$ cat src/rtl/gt_uint16_serial.sv
// gt_uint16_serial: bit-serial unsigned A > B comparator, LSB-first through a 1-bit borrow cell,
// with valid/ready handshakes on both the operand and the result side.
module gt_uint16_serial #(
    parameter int WIDTH = 16
) (
    input  logic             clk,
    input  logic             rst_n,
    input  logic             in_valid,
    output logic             in_ready,
    input  logic [WIDTH-1:0] A,
    input  logic [WIDTH-1:0] B,
    output logic             out_valid,
    input  logic             out_ready,
    output logic             Y
);
    localparam int CW = $clog2(WIDTH);
    localparam logic [CW-1:0] LAST = CW'(WIDTH - 1);

    typedef enum logic [1:0] {IDLE, RUN, DONE} state_t;

    state_t state, state_nx;
    logic [WIDTH-1:0] sa, sb;
    logic [CW-1:0] cnt;
    logic brw;

    always_ff @(posedge clk) begin
        if (!rst_n) state <= IDLE;
        else state <= state_nx;
    end

    always_comb begin
        state_nx = state;
        case (state)
            IDLE: state_nx = in_valid ? RUN : IDLE;
            RUN: state_nx = (cnt == LAST) ? DONE : RUN;
            DONE: state_nx = out_ready ? IDLE : DONE;
            default: state_nx = IDLE;
        endcase
    end

    always_comb begin
        in_ready = state == IDLE;
        out_valid = state == DONE;
        Y = out_valid & brw;
    end

    // brw tracks the running borrow of B - A; its final value is 1 exactly when A > B.
    always_ff @(posedge clk) begin
        if (!rst_n) begin
            sa <= '0;
            sb <= '0;
            brw <= 1'b0;
            cnt <= '0;
        end else if (state == IDLE && in_valid) begin
            sa <= A;
            sb <= B;
            brw <= 1'b0;
            cnt <= '0;
        end else if (state == RUN) begin
            brw <= (sa[0] & ~sb[0]) | (~(sa[0] ^ sb[0]) & brw);
            sa <= sa >> 1;
            sb <= sb >> 1;
            cnt <= (cnt == LAST) ? cnt : cnt + 1'b1;
        end
    end
endmodule
$ cat config.mk
export PLATFORM = sky130hd
export DESIGN_NAME = gt_uint16_serial
export DESIGN_NICKNAME = d
export VERILOG_FILES = /design/src/rtl/gt_uint16_serial.sv
export SDC_FILE = /design/constraint.sdc
export NUM_CORES = 1
export LEC_CHECK = 0
export CORE_ASPECT_RATIO = 2
export CORE_MARGIN = 1.5
export CORE_UTILIZATION = 30
export DETAILED_ROUTE_END_ITERATION = 8
export PLACE_DENSITY = 0.52
export SETUP_SLACK_MARGIN = 0.15
export SLEW_MARGIN = 20
export SYNTH_ARGS = -nofsm -noshare
export SYNTH_HDL_FRONTEND = slang
export SYNTH_SLANG_ARGS = --single-unit
$ cat constraint.sdc
create_clock -name clk -period 4 [get_ports clk]
set_clock_uncertainty 0.2 [all_clocks]
set_input_delay 0.8 -clock clk [delete_from_list [all_inputs] [get_ports clk]]
set_output_delay 0.8 -clock clk [all_outputs]
set_load 0.005 [all_outputs]
-- Word level (Yosys, flattened, before mapping)
Cells that the tools add are included.
- add/sub/neg operators: 1
- $mul: 0
- div/mod/pow operators: 0
- $lt $le $gt $ge: 0
- equality and inequality tests: 3
- shifts and indexed selects: 0
- muxes and demuxes: 8
- bitwise logic cells: 9
- reductions and logical operators: 5
- operators by type and width (kind ; number):
    $mux W16 ; 4
    $pmux W2 S3 ; 1
    $add A4 B1 Y4 const B ; 1
    $eq A4 B4 Y1 const B ; 1
    $mux W2 ; 2
    $not A1 Y1 ; 4
    $and A1 B1 Y1 ; 3
    $eq A2 B1 Y1 const B ; 1
    $eq A2 B2 Y1 const B ; 1
    $logic_not A2 Y1 ; 1
    $reduce_and A2 Y1 ; 1
    $reduce_bool A2 Y1 ; 1
    $reduce_or A2 Y1 ; 1
    $logic_and A1 B1 Y1 ; 1
    $mux W1 ; 1
    $or A1 B1 Y1 ; 1
    $xor A1 B1 Y1 ; 1
- register bits after elaboration: 39
- latch bits: 0
- bits in writable memories: 0
- memory bits (read-only): 0
- bits of input ports: 36
- memories: 0

-- Longest topological paths before layout
Gate-level depths: netlist of the first run.
- depth in word-level cells: 4
- gate-level depth with buffers: 6
- depth with buffers taken out: 4

-- Least setup slack after synthesis of the first run
Ideal clock, no wire load.
- path type: reg-to-output
- start: register state[1]
- end: output Y
- arrival time: 0.791 ns
- setup slack: 2.209 ns
- cell stages (with the launch flop): 3
- path buffers: 0
- path through: dfxtp_1 -> nor2b_1 -> and2_1
- word-level cells in the longest chain between the ends: 2
- RTL lines (what ; RTL line ; text):
    from (decl) ; 21 ; state_t state, state_nx;
    from (signal assigned) ; 28 ; else state <= state_nx;
    $eq A2 B2 Y1 ; 43 ; out_valid = state == DONE;
    net out_valid ; 12 ; output logic out_valid,
    $and A1 B1 Y1 ; 44 ; Y = out_valid & brw;
    to (decl) ; 14 ; output logic Y
The timed path passes the listed nets, and every way through them passes these cells.

-- Worst setup path in the final report of the first run
- start: register state[1]
- end: output Y
- word-level cells in the longest chain between the ends: 2
- RTL lines (what ; RTL line):
    $eq A2 B2 Y1 ; 43
    $and A1 B1 Y1 ; 44
Every way passes these cells.

==> results of run 1 <==
==> cells by family after synthesis <==
kind of cell / share of synthesized area [%]
adders and majority gates: 1.50
buffers and inverters: 4.49
DFF: 46.7
AOI/OAI and AO/OA: 31.6
and+or+nand+nor: 15.7
==> cell usage in the layout (no fill, tap or decap), types with 2 or more instances in the layout <==
cell type	count
ha_1	2
nor3_1	2
clkdlybuf4s50_1	38
or3_1	2
nand3_1	3
o21ai_0	3
a21boi_1	32
a22oi_1	30
dfxtp_1	39
nor2_1	3
nor2b_1	2
a21oi_1	5
clkbuf_8	7
buf_4	4
nand2_1	35
==> path summary, 6_finish.rpt <==
path              slack (ns)           startpoint  cells past startpoint            endpoint
hold reg to reg         0.25   sb[3]$_SDFFE_PN0P_                      2  sb[3]$_SDFFE_PN0P_
setup reg to reg        2.08  state[1]$_SDFF_PN0_                      4  sb[2]$_SDFFE_PN0P_
setup / recovery        1.33  state[1]$_SDFF_PN0_                      3                   Y
hold / removal          0.25   sb[3]$_SDFFE_PN0P_                      2  sb[3]$_SDFFE_PN0P_
==> registers in the layout, summed over array words and instances, names as in the netlist <==
name   cells
sa        16
state      2
sb        16
cnt        4
brw        1
==> power groups by stage <==
| stage | sequential, W | clock, W | combinational [W] |
|---|---|---|---|
| finish | 0.000422 | 0.000286 | 0.000110 |
| CTS | 0.000421 | 0.000301 | 0.000112 |
| detailed placement | 0.000431 | 0 | 0.000112 |
| global placement | 0.000431 | 0 | 0.000112 |
| floorplan | 0.000426 | 0 | 0.0000625 |
| global route | 0.000424 | 0.000313 | 0.000121 |
==> metrics by stage <==
stage | area (µm²) | hold WS (ns) | worst slack, ns
2_1_floorplan | 1670 | 0.235 | 2.21
5_1_grt | 2200 | 0.278 | 1.24
3_3_place_gp | 2100 | 0.240 | 1.14
3_5_place_dp | 2100 | 0.245 | 1.12
4_1_cts | 2200 | 0.255 | 1.30
6_report | 2200 | 0.251 | 1.33
==> critical path, delay by kind of cell, from the launching register on <==
kind / cells / cell delay (ns)
buffers and inverters: 1 / 0.49
flip-flops: 1 / 0.52
AND/OR/NAND/NOR: 2 / 0.38
==> layout make-up <==
type	count	area, µm²
Sequential cell	39	781
Fill cell	578	3220
Inverter	1	3.75
Multi-Input combinational cell	131	828
Timing Repair Buffer	42	410
Tap cell	60	75.1
Clock buffer	8	100
==> metal layers <==
layer,track usage [%],routed length [µm],vias to the layer above
li1,-,-,736
met1,14.4,1710,674
met2,23.8,1980,26
met3,2.75,122,4
met4,6.79,59,0
met5,0,0,-
==> impl_results.md, run 1 <==
* CTS H-tree lvls at 2
* Share of the yosys chip area belonging to registers at 46.7%
* Hold crit path type: flop to flop
* Setup_tns at 0 ns
* Setup Buffers After CTS at 0
* Minimum clock period at 2.67 ns
* Dominant synthesized flop cell: dfxtp_1
* DRT antenna net count at 0
* Asr flop ratio synth at 0%
* Slew headroom at 55.0%
* Placed cells at 273
* Synth-to-Final Area Change at 31.5%
* Nets at 258
* CP endpoint kind: output port
* Switching power at 0.000189 W
* Critical path type: flop to output port
* Antenna violations before repair at 0
* Largest net degree at the start of global routing at 32
* Max incr delay on CP at 0.52 ns
* Leak at just under 0.8 nW
* Sink Count at 39
* Max FO, Critical Path at 9
* Die ar. at 6060 µm²
* Initial Utilization at 30.8%
* Worst-Margin Slew at between 0.6 and 0.7 ns
* Peak VDD IR at 0.194 mV
* Drt pass-1 iters at 4
* Required time of the worst setup path at 3.00 ns
* Clock Root Buffer: clkbuf_8
* Synth warn at 0
* Die X at 55.8 µm
* Global-route wire length before repair at between 6 and 7 mm
* Final Max Tran Viols at 0
* Vias in the first global route at 1416
* CTS hold repair buffers at 0
* FF+latch count, synth at 39
* Comb power frac at 13.4%
* Post-Syn Instances at 186
* Clock power frac at 35.0%
* Post-detailed-route wirelength per cell at between 10 and 15 µm
* Max-Cap Viols at 0
* Most common cell in the netlist: dfxtp_1
* Cell taking the most area after synthesis: dfxtp_1
* Endpoints failing setup at 0
* Synth cell types at 27
* Slowest CP cell: dfxtp_1
* Post-DP HPWL at 2.64 mm
* Die height at between 100 and 150 µm
* Data arrival time of the worst path at 1.67 ns
* Outcome: finished clean
* Std-Cell Rows at 38
* RSZ-0062 raised after global routing: no
* Period utilisation layout at between 60% and 70%
* Total Routing Usage GR at 13.2%
* Switching Share at ~23%
* Vias at 1440
* GR Overflow Total at 0
* Total power at 0.000818 W
* Non-Filler Instances at 281
* EDFF count, synth at 0
* Hold Vio Cnt, Final at 0
* Critical Path Start Type: flop
* Syn_nets at between 200 and 250
* Clock buffer depth at 2
* Synthesized area at 1670 µm²
* F_max at between 300 and 400 MHz
* Share of layout cells above drive strength 1 at 6.33%
* P per Cell Area at 372 nW/µm²
* DRC viols at 0
* Gp weighted congestion at 0.716
* Initial drt markers at 41
* Resized Gates After CTS at 0
* Int Power at between 0.0006 and 0.0007 W
* Crit path cell chain: nor2b_1 > and2_1 > clkdlybuf4s50_1
* Num CTS Buffers at 5
* Clk_lat worst skew at 0.28 ns
* Syn Area/Cell at 8.99 µm²
* Routed WL at 3.87 mm
* Core area at around 5400 µm²
* Top-Level Pins at 39
* Port bufs at 38
* Seq pwr share at about half
* Area fraction of the dominant cell type after synthesis at 46.7%
* Top post-synthesis cells by count: dfxtp_1, nand2_1, a21boi_1
* Ant diodes at 0
* Vias per Instance at roughly 5.1
* Final core occ at 40.6%
* TritonCTS clock tree: done
* Clock-pin transition on the worst setup and hold timing paths at 0.07 ns
* Largest cells by area after synthesis: dfxtp_1, a21boi_1, a22oi_1
Power figures use the tool's default switching activity.
==> run 2: changes to the inputs <==
==> constraint.sdc (replaced) <==
create_clock -name clk -period 2.55 [get_ports clk]
set_clock_uncertainty 0.2 [all_clocks]
set_input_delay 0.51 -clock clk [delete_from_list [all_inputs] [get_ports clk]]
set_output_delay 0.51 -clock clk [all_outputs]
set_load 0.005 [all_outputs]
==> run 2 against run 1 <==
  * Cell area increased by 1.4%
  * Power grew 63%
  * Largest cell class unchanged
  * Die area stayed put
  * Cell count increased by 0.36%
  * Routed wire length decreased by 0.80%
  * Sequential share of layout area down 0.44 points
  * Worst setup slack got worse by 1.0 ns
  * Hold slack better by 0.0012 ns
  * Critical endpoint unchanged
==> impl_results.md, run 2 (synthesis results as in run 1) <==
* Biggest regs: sa (16), sb (16), cnt (4)
* Final Max Tran Viols at 0
* Max FO, Critical Path at 9
* P per Cell Area at 597 nW/µm²
* Vias at ~1400
* Worst Hold End: sa[8]$_SDFFE_PN0P_
* Ant diodes at 0
* Total power at 0.00133 W
* CTS H-tree lvls at 2
* Reg2reg path depth at 3
* CTS hold repair buffers at 0
* Core area at 5420 µm²
* F_max at 445 MHz
* Endpoints failing setup at 0
* Slowest CP cell: clkdlybuf4s50_1
* Hold Vio Cnt, Final at 0
* Placed instance area at 2130 µm²
* Critical Path Start Type: flop
* Clock buffer depth at 2
* Std-Cell Rows at 38
* Sink Count at 39
* Peak VDD IR at 0.322 mV
* Internal reg-to-reg setup slack at between 0.9 and 1 ns
* Minimum clock period at 2.25 ns
* Most frequent cells in the layout: dfxtp_1, clkdlybuf4s50_1, nand2_1
* Synth-to-Final Area Change at 33.4%
* CP endpoint kind: output port
* Die ar. at 6060 µm²
* Largest net degree at the start of global routing at 33
* Leak at 0.785 nW
* Hold crit path type: flop to flop
* Hold Path Cell Cnt at 2
* Vias in the first global route at 1439
* Slew headroom at approximately three quarters
* Required time of the worst setup path at 1.84 ns
* Clock Root Buffer: clkbuf_8
* Initial drt markers at 31
* Final Instance Area at 2230 µm²
* Setup_tns at 0 ns
* Global-route wire length before repair at 6.54 mm
* Total Routing Usage GR at between 10% and 20%
* Non-Filler Instances at 282
* Gp weighted congestion at about 0.7
* Outcome: finished clean
* HP Start: sa[8]$_SDFFE_PN0P_
* Crit path cell chain: nor2b_1 > and2_1 > clkdlybuf4s50_1
* DRC viols at 0
* Worst R2R Start: state[0]$_SDFF_PN0_
* DRT antenna net count at 0
* Worst-Margin Slew at approximately 0.37 ns
* Antenna violations before repair at 0
* Nets at between 200 and 300
* Drt pass-1 iters at 4
* Port bufs at 38
* Clock-pin transition on the worst setup and hold timing paths at 0.07 ns
* Top-Level Pins at 39
* GR Overflow Total at 0
* Final core occ at ~41%
* Critical path type: flop to output port
* Period utilisation layout at 88.1%
* Clk_lat worst skew at 0.28 ns
* Placed cells at 275
* RSZ-0062 raised after global routing: no
* Num CTS Buffers at 5
* Data arrival time of the worst path at around 1.5 ns
* Die height at 109 µm
* Max-Cap Viols at 0
* Reg2reg end: cnt[3]$_SDFFE_PP0P_
* Initial Utilization at 30.8%
* Post-detailed-route wirelength per cell at between 10 and 15 µm
* Post-DP HPWL at 2.67 mm
* Vias per Instance at between 5 and 6
* Share of layout cells above drive strength 1 at 7.21%
* Routed WL at 3.84 mm
* TritonCTS clock tree: done
* Die X at 55.8 µm
* Max incr delay on CP at 0.49 ns
## run 2: cell types whose count changed in the layout (fill, tap and decap cells not counted)
| cell | change |
|---|---|
| buf_12 | +1 |
| buf_4 | +1 |
| bufinv_16 | +1 |
| clkbuf_8 | -2 |
| dfxtp_1 | -1 |
| dfxtp_2 | +1 |
## run 2: repair_timing
action	4_1_cts	5_1_grt
buffers inserted	0	0
resized for setup	0	1
endpoints found under the setup margin	0	1
## run 2: worst max-delay path, delay by kind of cell, from the launching register on
kind | cells | cell delay, ns
buffers and inverters | 1 | 0.49
flip-flops | 1 | 0.42
AND/OR/NAND/NOR | 2 | 0.35
## run 2: worst max path at each step
stage | startpoint | end | slack (ns)
final | state[1]$_SDFF_PN0_ | Y | 0.30
after global placement | in_valid | cnt[2]$_SDFFE_PP0P_ | 0.48
after detailed placement | in_valid | cnt[2]$_SDFFE_PP0P_ | 0.49
after global routing | state[1]$_SDFF_PN0_ | Y | 0.20
after CTS | state[1]$_SDFF_PN0_ | Y | 0.17
after floorplan | state[1]$_SDFF_PN0_ | Y | 1.05
## run 2: where the power goes
group	internal, W	switching, W
logic	0.000103	0.0000766
clock network	0.000287	0.000203
registers	0.000642	0.0000193
## run 2: final cells by class
| type | count | area [µm²] |
|---|---|---|
| Tap cell | 60 | 75.1 |
| Timing Repair Buffer | 44 | 438 |
| Sequential cell | 39 | 782 |
| Inverter | 1 | 3.75 |
| Clock buffer | 6 | 72.6 |
| Multi-Input combinational cell | 131 | 828 |
| Clock inverter | 1 | 30.0 |
| Fill cell | 587 | 3190 |
## run 2: metrics by stage
stage / hold slack [ns] / setup WS (ns)
after floorplan: 0.235 / 1.05
after global placement: 0.241 / 0.480
after detailed placement: 0.247 / 0.485
after CTS: 0.257 / 0.172
after global routing: 0.271 / 0.198
final: 0.252 / 0.304
## run 2: layer usage
metal	global-route usage [%]	vias to the layer above	share of wire [%]
met2	24.3	24	52
li1	-	736	-
met4	6.79	0	1.4
met1	15.3	667	43
met5	0	-	0
met3	2.99	4	3.5
